==> src/rtl/text_plane_scanner.sv <==
// text_plane_scanner
//
// Purpose:
//     Read side of the character plane. It converts the VGA pixel scan
//     (x, y) into plane read addresses. It fetches the glyph line for the
//     returned character id from an external font ROM, and it produces one
//     RGB pixel per pix_tick. A blinking cursor cell is overlaid on the text.
//     Pixels, hsync and vsync all leave exactly three pix_ticks after they
//     entered, so the syncs stay aligned with the colour data.
//
// Ports:
//     clk, reset              system clock, asynchronous active-high reset
//     pix_tick                pixel enable; every register advances only when high
//     x, y                    current pixel column / line from the sync generator
//     video_on                visible-region flag aligned with x/y
//     hsync_in, vsync_in      syncs aligned with x/y
//     rd_row, rd_col          registered plane read address
//     char_id                 plane data for rd_row/rd_col (valid before next tick)
//     font_addr               {char id, glyph line} to the font ROM, registered
//     font_bits               glyph line from the font ROM, bit 7 = leftmost
//     cur_en/cur_row/cur_col  cursor overlay enable and cell position
//     rgb                     registered pixel colour
//     hsync_out, vsync_out    hsync_in / vsync_in delayed by 3 pix_ticks

module text_plane_scanner #(
    parameter int unsigned ROWS         = 7,
    parameter int unsigned COLS         = 20,
    parameter int unsigned SCALE_SHIFT  = 2,
    parameter int unsigned ORIGIN_X     = 0,
    parameter int unsigned ORIGIN_Y     = 16,
    parameter logic [7:0]  BLANK_ID     = 8'd129,
    parameter logic [11:0] FG           = 12'hFFF,
    parameter logic [11:0] BG           = 12'h000,
    parameter int unsigned BLINK_FRAMES = 30
) (
    input  logic        clk,
    input  logic        reset,
    input  logic        pix_tick,
    input  logic [9:0]  x,
    input  logic [9:0]  y,
    input  logic        video_on,
    input  logic        hsync_in,
    input  logic        vsync_in,
    output logic [3:0]  rd_row,
    output logic [5:0]  rd_col,
    input  logic [7:0]  char_id,
    output logic [11:0] font_addr,
    input  logic [7:0]  font_bits,
    input  logic        cur_en,
    input  logic [3:0]  cur_row,
    input  logic [5:0]  cur_col,
    output logic [11:0] rgb,
    output logic        hsync_out,
    output logic        vsync_out
);

    localparam logic [31:0] AREA_W = 32'(COLS << (3 + SCALE_SHIFT));
    localparam logic [31:0] AREA_H = 32'(ROWS << (4 + SCALE_SHIFT));
    localparam int unsigned CW     = $clog2(BLINK_FRAMES + 1);

    // Stage 1 combinational: offset into the text area and cell decode.
    // The subtraction wraps, so pixels left of / above the origin become
    // large values and fail the unsigned area compare.
    logic [9:0] dx;
    logic [9:0] dy;
    logic       inArea;
    logic [5:0] colCalc;
    logic [3:0] rowCalc;
    logic [2:0] gxCalc;
    logic [3:0] gyCalc;
    logic       hitCalc;

    always_comb begin
        dx      = x - 10'(ORIGIN_X);
        dy      = y - 10'(ORIGIN_Y);
        inArea  = (32'(dx) < AREA_W) && (32'(dy) < AREA_H);
        colCalc = 6'(dx >> (3 + SCALE_SHIFT));
        rowCalc = 4'(dy >> (4 + SCALE_SHIFT));
        gxCalc  = dx[SCALE_SHIFT+2 -: 3];
        gyCalc  = dy[SCALE_SHIFT+3 -: 4];
        // Requiring inArea keeps an out-of-range cursor from ever matching.
        hitCalc = cur_en && inArea && (cur_row == rowCalc) && (cur_col == colCalc);
    end

    // Pipeline registers.
    logic [3:0]  rdRow_q;
    logic [5:0]  rdCol_q;
    logic [2:0]  gx1_q, gx2_q;
    logic [3:0]  gy1_q;
    logic        area1_q, area2_q;
    logic        von1_q, von2_q;
    logic        hit1_q, hit2_q;
    logic        hs1_q, hs2_q, hs3_q;
    logic        vs1_q, vs2_q, vs3_q;
    logic [7:0]  charId_q;
    logic [11:0] fontAddr_q;
    logic [11:0] rgb_q;

    // Blink state.
    logic [CW-1:0] blinkCnt_q, blinkCnt_d;
    logic          blinkPhase_q, blinkPhase_d;
    logic          frameTick;

    // The blink counter advances once per frame, at the first pixel of the
    // frame; the phase flips each time the counter wraps.
    always_comb begin
        blinkCnt_d   = blinkCnt_q;
        blinkPhase_d = blinkPhase_q;
        frameTick    = pix_tick && (x == 10'd0) && (y == 10'd0);
        if (frameTick) begin
            if (blinkCnt_q == CW'(BLINK_FRAMES - 1)) begin
                blinkCnt_d   = '0;
                blinkPhase_d = ~blinkPhase_q;
            end else begin
                blinkCnt_d = blinkCnt_q + 1'b1;
            end
        end
    end

    // Stage 3 combinational: pixel colour. Blank cells use an all-zero
    // glyph, so an inverted cursor on a blank cell shows solid FG no matter
    // what the font ROM holds for BLANK_ID.
    logic        isBlank;
    logic        invert;
    logic        glyphBit;
    logic [11:0] rgb_d;

    always_comb begin
        isBlank  = (charId_q == BLANK_ID);
        invert   = hit2_q && blinkPhase_q;
        glyphBit = isBlank ? 1'b0 : font_bits[~gx2_q];
        rgb_d    = BG;
        if (!von2_q) begin
            rgb_d = 12'h000;
        end else if (!area2_q) begin
            rgb_d = BG;
        end else if (glyphBit ^ invert) begin
            rgb_d = FG;
        end
    end

    // All pipeline state advances together on pix_tick. The sync pipeline
    // resets to 1 so that the syncs stay inactive until real data arrives.
    always_ff @(posedge clk or posedge reset) begin
        if (reset) begin
            rdRow_q      <= '0;
            rdCol_q      <= '0;
            gx1_q        <= '0;
            gy1_q        <= '0;
            area1_q      <= 1'b0;
            von1_q       <= 1'b0;
            hit1_q       <= 1'b0;
            hs1_q        <= 1'b1;
            vs1_q        <= 1'b1;
            charId_q     <= '0;
            fontAddr_q   <= '0;
            gx2_q        <= '0;
            area2_q      <= 1'b0;
            von2_q       <= 1'b0;
            hit2_q       <= 1'b0;
            hs2_q        <= 1'b1;
            vs2_q        <= 1'b1;
            rgb_q        <= '0;
            hs3_q        <= 1'b1;
            vs3_q        <= 1'b1;
            blinkCnt_q   <= '0;
            blinkPhase_q <= 1'b0;
        end else if (pix_tick) begin
            // The read address holds outside the text area.
            if (inArea) begin
                rdRow_q <= rowCalc;
                rdCol_q <= colCalc;
            end
            gx1_q        <= gxCalc;
            gy1_q        <= gyCalc;
            area1_q      <= inArea;
            von1_q       <= video_on;
            hit1_q       <= hitCalc;
            hs1_q        <= hsync_in;
            vs1_q        <= vsync_in;

            charId_q     <= char_id;
            fontAddr_q   <= {char_id, gy1_q};
            gx2_q        <= gx1_q;
            area2_q      <= area1_q;
            von2_q       <= von1_q;
            hit2_q       <= hit1_q;
            hs2_q        <= hs1_q;
            vs2_q        <= vs1_q;

            rgb_q        <= rgb_d;
            hs3_q        <= hs2_q;
            vs3_q        <= vs2_q;

            blinkCnt_q   <= blinkCnt_d;
            blinkPhase_q <= blinkPhase_d;
        end
    end

    assign rd_row    = rdRow_q;
    assign rd_col    = rdCol_q;
    assign font_addr = fontAddr_q;
    assign rgb       = rgb_q;
    assign hsync_out = hs3_q;
    assign vsync_out = vs3_q;

endmodule

==> config.mk <==
export PLATFORM = sky130hd
export DESIGN_NAME = text_plane_scanner
export DESIGN_NICKNAME = d
export VERILOG_FILES = /design/src/rtl/text_plane_scanner.sv
export SDC_FILE = /design/constraint.sdc
export NUM_CORES = 1
export LEC_CHECK = 0
export CAP_MARGIN = 10
export CORE_UTILIZATION = 48
export CTS_CLUSTER_DIAMETER = 80
export DETAILED_ROUTE_END_ITERATION = 10
export GPL_ROUTABILITY_DRIVEN = 0
export GPL_TIMING_DRIVEN = 0
export PLACE_DENSITY = 0.84
export SYNTH_ARGS = -nofsm -noshare
export SYNTH_HDL_FRONTEND = slang
export SYNTH_SLANG_ARGS = --single-unit
==> constraint.sdc <==
create_clock -name clk -period 4.7 [get_ports clk]
set_clock_uncertainty 0.15 [all_clocks]
set_input_delay 0.94 -clock clk [delete_from_list [all_inputs] [get_ports clk]]
set_output_delay 0.94 -clock clk [all_outputs]
set_load 0.03 [all_outputs]
---- Word-level counts from Yosys, hierarchy flattened ----
Index checks and enable logic that the tools add are counted.
word-level totals
  bits of input ports ..................... 53
  word-level logic and storage cells ...... 53
  register bits after elaboration ......... 69
  output and inout port bits .............. 36
operators by class
  $lt $le $gt $ge ......................... 3
  reductions and logical operators ........ 12
  equal/unequal tests ..................... 4
  add/sub/neg operators ................... 2
  bitwise operators ....................... 3
  multiplexer cells ....................... 7
operators with widths
  operator                                                               count
  12-bit 2-to-1 mux                                                      3
  10-bit logical NOT                                                     2
  10-bit < comparator, second input constant                             1
  10-bit by 9-bit < comparator with 1-bit output, second input constant  1
  10-bit by 5-bit subtractor with 10-bit output, second input constant   1
  8-bit == test, second input constant                                   1
  1-bit logical AND                                                      7
  6-bit by 5-bit == test with 1-bit output                               1
  5-bit by 1-bit adder with 5-bit output, second input constant          1
  5-bit == test, second input constant                                   1
  5-bit 2-to-1 mux                                                       1
  4-bit == test                                                          1
  3-bit by 4-bit < comparator with 1-bit output, second input constant   1
  2-bit AND reduction                                                    2
  1-bit binary-select mux with 3-bit select                              1
  3-bit NOT                                                              1
  3-bit AND reduction                                                    1
  1-bit 2-to-1 mux                                                       2
  1-bit NOT                                                              1
  1-bit XOR                                                              1

---- Logic depth before layout (Yosys ltp) ----
Gate-level depths: netlist (run 1).
  depth after elaboration ................. 8
  gate-level depth with buffers ........... 7
  mapped depth without buffers ............ 7

---- Worst setup path before layout (run 1) ----
Ideal clock, no wire load.
  kind .................................... input to register
  start point ............................. input y[4]
  end point ............................... register blinkCnt_q[4]
  path buffers ............................ 0
  stages .................................. 7
  library setup time ...................... 0.095 ns
  data required time ...................... 4.455 ns
  slack ................................... 2.128 ns
  arrival time ............................ 2.327 ns
  path through ............................ inv_1 > ha_1 > or2b_1 > nor4_4 > nand4_4 > or2_0 > o31ai_1
between the ends
  longest elaborated chain between the ends .. 3
RTL lines
  element                        line  source
  start, declared                40    input logic [9:0] y,
  10-bit logical NOT             109   frameTick = pix_tick && (x == 10'd0) && (y == 10'd0);
  1-bit logical AND              109
  2-bit AND reduction (no line)  n/a
  end signal, assigned           195   blinkCnt_q <= blinkCnt_d;
  end, declared                  100   logic [CW-1:0] blinkCnt_q, blinkCnt_d;
Every way passes these cells.
A chain may end at the register's enable or synchronous reset.

---- Worst setup path after layout (run 1) ----
  start point ............................. input y[4]
  end point ............................... register rdRow_q[1], in the netlist rd_row[1]
between the ends
  longest elaborated chain between the ends .. 4
RTL lines
  element                                         line  source
  10-bit by 5-bit subtractor with 10-bit output   75    dy = y - 10'(ORIGIN_Y);
  net dy[4]                                       65    logic [9:0] dy;
  10-bit by 9-bit < comparator with 1-bit output  76    inArea = (32'(dx) < AREA_W) && (32'(dy) < AREA_H);
  1-bit logical AND                               76
  2-bit AND reduction (no line)                   n/a
  end signal, assigned                            171   rdRow_q <= rowCalc;
  end, declared                                   86    logic [3:0] rdRow_q;
The timed path passes the listed nets, and every way through them passes these cells.

==> summary.md, run 1 <==
| Metric | Value |
|---|---|
| Status | finished clean |
| EDFF count, synth | 0 |
| Non-Filler Instances | 358 |
| Area share of the largest cell type after synthesis | 0.454 |
| Worst Hold Path EP | blinkPhase_q$_DFFE_PP0P_ |
| Clk buf depth | 2 |
| P_sw | 0.344 mW |
| Worst r2r src | gx2_q[1]$_DFFE_PP0P_ |
| Final wirelength | 5.04 mm |
| Pleak | 1.44 nW |
| PortBufs | 85 |
| Top Ports | 89 |
| Reg2reg end | rgb[10]$_DFFE_PP0P_ |
| CTS resizes | 0 |
| RSZ-0062 raised after global routing | no |
| Ys flop type | dfrtp_1 |
| Normalized max-slew margin | 0.608 |
| Hold_buf cts | 0 |
| Layout cell share with drive strength beyond 1 | 0.247 |
| Vias in the first global route | 1824 |
| Worst Hold Depth | 1 |
| Yosys cell types | 41 |
| CP Class | in -> reg |
| Total GRT Usage | 0.208 |
| Slew Viols, Final | 0 |
| FMAX | 0.330 GHz |
| Nets | ~350 |
| Setup TNS Final | 0 ps |
| Final WS setup | 1670 ps |
| Initial antenna violation count | 0 |
| Mean Syn Cell Area | ~12 µm² |
| Via density | 5.04 |
| Synthesized area | 2420 µm² |
| # DRC | 0 |
| Hold Path Class | reg -> reg |
| Register area | between 1000 and 1500 µm² |
| Synthesized flop and latch total | 50 |
| Util after Layout | 0.725 |
| Largest cells by area after synthesis | dfrtp_1 45%, mux2_2 17%, dfstp_2 6.5% |
| Yosys warnings | 0 |
| Area of the core | 4790 µm² |
| Final critical-path share of the clock period | 0.644 |
| Net Sw Frac | 0.308 |
| Power Internal | 0.772 mW |
| Part of the power in combinational logic | 0.307 |
| H-tree depth | 2 |
| Setup-failing EPs final | 0 |
| Maxcap violations | 0 |
| Count leader, synth | dfrtp_1 |
| Period minus WS final | 3030 ps |
| Dpl cell area | 3380 µm² |
| Asr flop ratio synth | 1.00 |
| Dpl cells | 350 |
| Flop2flop setup slack | 3040 ps |
| Cell taking the most area after synthesis | dfrtp_1 |
| TritonCTS clock tree | done |
| Worst-path clk slew | 90 ps |
| Initial DRT Pass Iterations | 4 |
| Arr. time, crit path | 3070 ps |
| Overall power | 1.12 mW |
| Setup Buffers After CTS | 0 |
| ANT cells | 0 |
| DIE AREA | 5340 µm² |
| DRC marker count from the first detailed-route iteration | 47 |
| Syn-to-layout area delta | 43.2% |
| First-pass GRT wire length | 8.36 mm |
| Area of the multi-input gates | 1010 µm² |
| VDD IR-drop max | roughly 0.19 mV |
| Die height | 73.1 µm |
| Worst Min Path Start | blinkPhase_q$_DFFE_PP0P_ |
| Final Hold Fails | 0 |
| Final ANT Viol Nets | 0 |
| Die X | 73.1 µm |
| Setup crit start kind | primary input |
| Std-Cell Rows | 25 |
| Gate Count Post-Synth | 197 |
| Initial Utilization | 0.506 |
| Setup WS pre-CTS | roughly 1300 ps |
| Final hold slack | 335 ps |
| Via count | 1805 |
| Largest net degree at the start of global routing | 38 |
| Fillers | 356 |
| Net Count, Synth | 253 |
| Grt total ovfl | 0 |
| Clock power share | 0.227 |
| Worst Path Required | roughly 4700 ps |
| Top post-synthesis cells by count | 44 x dfrtp_1, 37 x mux2_2, 13 x buf_4, 10 x nor2_1, 9 x nand2_1 |
| Pwr/cell area | between 300 and 400 nW/µm² |
| Reg power frac | 0.466 |
| Design Area, Final | 3470 µm² |
| CP Capture Type | register |
| CTS Buf Count | 5 |
| Post-DP HPWL | 4.01 mm |
| Max FO, Critical Path | 10 |
| Worst reg-to-reg path cell count | 5 |
| Root Driver | clkbuf_8 |
| Sequential element share of the synthesized area | 0.519 |
| CTS Sinks | 50 |
| Clk Latency, worst-skew pair | just over 300 ps |
| Routed len/inst | 14.1 µm |
| Worst slew pin tran | between 500 and 600 ps |
==> critical path, stage by stage <==
cell,delay (ps)
clkdlybuf4s50_1,530
inv_1,80
ha_1,240
or2b_1,280
a21oi_1,60
nor3_1,260
buf_2,300
mux2_2,370
==> power groups by stage <==
| stage | Sequential (mW) | Combinational [mW] | Clock [mW] |
|---|---|---|---|
| final | 0.520 | 0.343 | 0.253 |
| after global routing | 0.528 | 0.363 | 0.276 |
| after CTS | 0.521 | 0.346 | 0.261 |
| after detailed placement | 0.529 | 0.345 | 0 |
| after global placement | 0.525 | 0.336 | 0 |
| after floorplan | 0.590 | 0.125 | 0 |
==> state kept, by name (all words and copies together) (netlist names), 3 cells and up <==
register and cells:
charId_q 8, blinkCnt_q 5, font_addr 4, gx2_q 3, rd_row 4, gy1_q 4, rd_col 5, gx1_q 3
==> placed cells by master, fill, tap and decap left out, types with 2 or more instances in the layout <==
cell | synthesis | routed
dfrtp_1 | 44 | 44
xor2_1 | 7 | 7
clkbuf_8 | 0 | 5
o21ai_0 | 3 | 3
mux2_2 | 37 | 37
dfstp_2 | 6 | 6
a21oi_1 | 3 | 3
ha_1 | 3 | 3
buf_4 | 13 | 13
nand3_1 | 6 | 6
nor2_1 | 10 | 10
buf_1 | 2 | 2
mux2i_1 | 2 | 2
clkinvlp_4 | 0 | 2
o21ai_1 | 2 | 2
clkbuf_1 | 2 | 2
a32o_1 | 2 | 2
nor4_1 | 4 | 4
xnor2_1 | 7 | 7
clkdlybuf4s50_1 | 0 | 85
inv_1 | 8 | 7
nand2_1 | 9 | 9
o31ai_1 | 5 | 5
nor3_1 | 2 | 2
==> kinds of logic after synthesis <==
kind of cell,Yosys count,synth area share
flops,50,0.519
simple gates,41,0.0996
mux,40,0.189
buf+inv,27,0.0630
compound gates,21,0.0609
xor+xnor,14,0.0506
fa+ha+maj,3,0.0155
other cells,1,0.00155
==> routing by layer <==
metal,global-route usage,wire (µm),vias up
met5,0,0,-
met1,0.249,2100,858
met3,0.0663,462,5
met2,0.356,2420,74
li1,-,-,868
met4,0.0654,63,0
==> how the worst max path moves through the flow <==
stage,from,end,slack (ps),cells past startpoint
floorplan,y[4],blinkCnt_q[4]$_DFFE_PP0N_,2130,7
global placement,y[4],rd_row[2]$_DFFE_PP0P_,1390,8
detailed placement,y[4],rd_row[1]$_DFFE_PP0P_,1340,8
CTS,y[4],rd_row[1]$_DFFE_PP0P_,1680,8
global route,y[4],rd_row[1]$_DFFE_PP0P_,1570,8
finish,y[4],rd_row[1]$_DFFE_PP0P_,1670,8
==> area by class of cell <==
type	instances	share of cell area
Multi-Input combinational cell	120	0.292
Timing Repair Buffer	86	0.251
Clock buffer	5	0.0198
Sequential cell	50	0.363
Inverter	8	0.00865
Buffer	19	0.0353
Clock inverter	3	0.00685
Tap cell	67	0.0242
(Power assumes the default switching activity.)
==> inputs of run 2 (changes only) <==
--- a/config.mk
+++ b/config.mk
@@ -6,12 +6,12 @@
 export NUM_CORES = 1
 export LEC_CHECK = 0
 export CAP_MARGIN = 10
-export CORE_UTILIZATION = 48
+export CORE_UTILIZATION = 44
 export CTS_CLUSTER_DIAMETER = 80
 export DETAILED_ROUTE_END_ITERATION = 10
 export GPL_ROUTABILITY_DRIVEN = 0
 export GPL_TIMING_DRIVEN = 0
-export PLACE_DENSITY = 0.84
+export PLACE_DENSITY = 0.78
 export SYNTH_ARGS = -nofsm -noshare
 export SYNTH_HDL_FRONTEND = slang
 export SYNTH_SLANG_ARGS = --single-unit
==> constraint.sdc (replaced) <==
create_clock -name clk -period 2.8 [get_ports clk]
set_clock_uncertainty 0.15 [all_clocks]
set_input_delay 0.56 -clock clk [delete_from_list [all_inputs] [get_ports clk]]
set_output_delay 0.56 -clock clk [all_outputs]
set_load 0.03 [all_outputs]
==> summary.md, run 2 (same netlist as run 1, synthesis figures left out) <==
| Metric | Value |
|---|---|
| Dpl cells | 353 |
| Top delay family on crit path | buffers and inverters |
| P_sw | 0.585 mW |
| Worst-path cell chain | clkdlybuf4s50_1, inv_1, ha_1, or2b_1, a21oi_1, nor3_1, buf_2, mux2_2 |
| Initial Utilization | 0.466 |
| First-pass GRT wire length | a little under 9 mm |
| TritonCTS clock tree | done |
| Top Ports | a little under 90 |
| Final ANT Viol Nets | 0 |
| Routed len/inst | ~14 µm |
| Overall power | between 1.5 and 2 mW |
| Slew Viols, Final | 0 |
| H-tree depth | 2 |
| Total GRT Usage | 0.189 |
| Post-DP HPWL | 3.91 mm |
| Clock power share | 0.231 |
| Syn-to-layout area delta | 43.4% |
| Hold Path Class | in -> async |
| Pwr/cell area | 541 nW/µm² |
| Setup-failing EPs final | 0 |
| DRC marker count from the first detailed-route iteration | 85 |
| Vias in the first global route | 1796 |
| Initial DRT Pass Iterations | 4 |
| Most frequent cells in the layout | 85 x clkdlybuf4s50_1, 44 x dfrtp_1, 37 x mux2_2 |
| CP Class | in -> reg |
| Arr. time, crit path | 2700 ps |
| CTS Sinks | 50 |
| VDD IR-drop max | 0.321 mV |
| Part of the power in combinational logic | 0.306 |
| Status | finished clean |
| # DRC | 0 |
| Via density | 4.99 |
| Final wirelength | 5.05 mm |
| Largest net degree at the start of global routing | 44 |
| Worst r2r src | gx2_q[1]$_DFFE_PP0P_ |
| CTS Buf Count | 5 |
| Initial antenna violation count | 0 |
| Biggest register | charId_q |
| Max FFs per register | 8 |
| Die height | 76.2 µm |
| Worst Setup SP | y[4] |
| Die X | 76.2 µm |
| Final hold slack | 313 ps |
| Worst Path Required | about 2800 ps |
| ANT cells | 0 |
| Net Sw Frac | 0.311 |
| Fillers | 430 |
| Setup Buffers After CTS | 0 |
| Final WS setup | 145 ps |
| Critical-path top delay cell | clkdlybuf4s50_1 |
| Max FO, Critical Path | 10 |
| Area of the core | 5200 µm² |
| Power Internal | about 1.3 mW |
| Final critical-path share of the clock period | 0.948 |
| Setup crit start kind | primary input |
| Root Driver | clkbuf_8 |
| CP Buf/Inv Count | 3 |
| DIE AREA | 5810 µm² |
| Hold_buf cts | 0 |
| Setup TNS Final | 0 ps |
| Worst slew pin tran | 570 ps |
| RSZ-0062 raised after global routing | no |
| Via count | 1800 |
| CTS resizes | 0 |
| Clk Latency, worst-skew pair | 310 ps |
| Nets | 346 |
| Period minus WS final | approximately 2700 ps |
| Commonest non-fill, non-tap cell in the layout | clkdlybuf4s50_1 |
| Reg power frac | 0.463 |
| Std-Cell Rows | 26 |
| Normalized max-slew margin | 0.610 |
| Grt total ovfl | 0 |
| Pleak | 1.44 nW |
| CP peak stage delay | around 550 ps |
| Non-Filler Instances | 361 |
| FMAX | 0.377 GHz |
| CP Capture Type | register |
| PortBufs | 85 |
| Worst-path clk slew | around 100 ps |
| Setup WS pre-CTS | -168 ps |
| Final Hold Fails | 0 |
| Layout cell share with drive strength beyond 1 | 0.247 |
| Maxcap violations | 0 |
| Clk buf depth | 2 |
run 2: cell type report:
class / instances / area, µm² / share of cell area
flip-flops and latches: 50 / 1260 / 0.362
multi-input cells: 120 / 1010 / 0.291
repair buffers: 86 / 871 / 0.251
plain buffers: 19 / 123 / 0.0353
well taps: 70 / 87.6 / 0.0252
clock buffers: 5 / 68.8 / 0.0198
inverters: 8 / 30.0 / 0.00864
clock inverters: 3 / 23.8 / 0.00684
run 2: power groups by stage:
stage          Combinational, mW  Clock [mW]  Sequential (mW)
2_1_floorplan              0.210           0            0.990
3_3_place_gp               0.566           0            0.881
3_5_place_dp               0.579           0            0.887
4_1_cts                    0.582       0.443            0.873
5_1_grt                    0.609       0.474            0.887
6_report                   0.576       0.434            0.871
run 2: per-stage QoR:
step	cell area, µm²	utilization
2_1_floorplan	2420	-
3_3_place_gp	3360	0.646
3_5_place_dp	3380	0.650
4_1_cts	3470	0.668
5_1_grt	3470	0.668
6_report	3470	0.668
run 2: worst paths after layout:
kind,slack [ps],cells after the start,endpoint
worst max-delay path,150,8,rd_col[3]$_DFFE_PP0P_
worst min-delay path,310,2,charId_q[2]$_DFFE_PP0P_
worst max register to register,1120,5,rgb[10]$_DFFE_PP0P_
worst min register to register,340,1,area1_q$_DFFE_PP0P_
max in group asynchronous,1660,3,vsync_out$_DFFE_PP1P_
min in group clk,340,1,area1_q$_DFFE_PP0P_
run 2: per-layer routing:
metal,share of wire,vias up,global-route usage
met4,0.012,0,0.0635
met1,0.46,851,0.254
met5,0,-,0
met2,0.45,70,0.294
li1,-,872,-
met3,0.077,7,0.0551
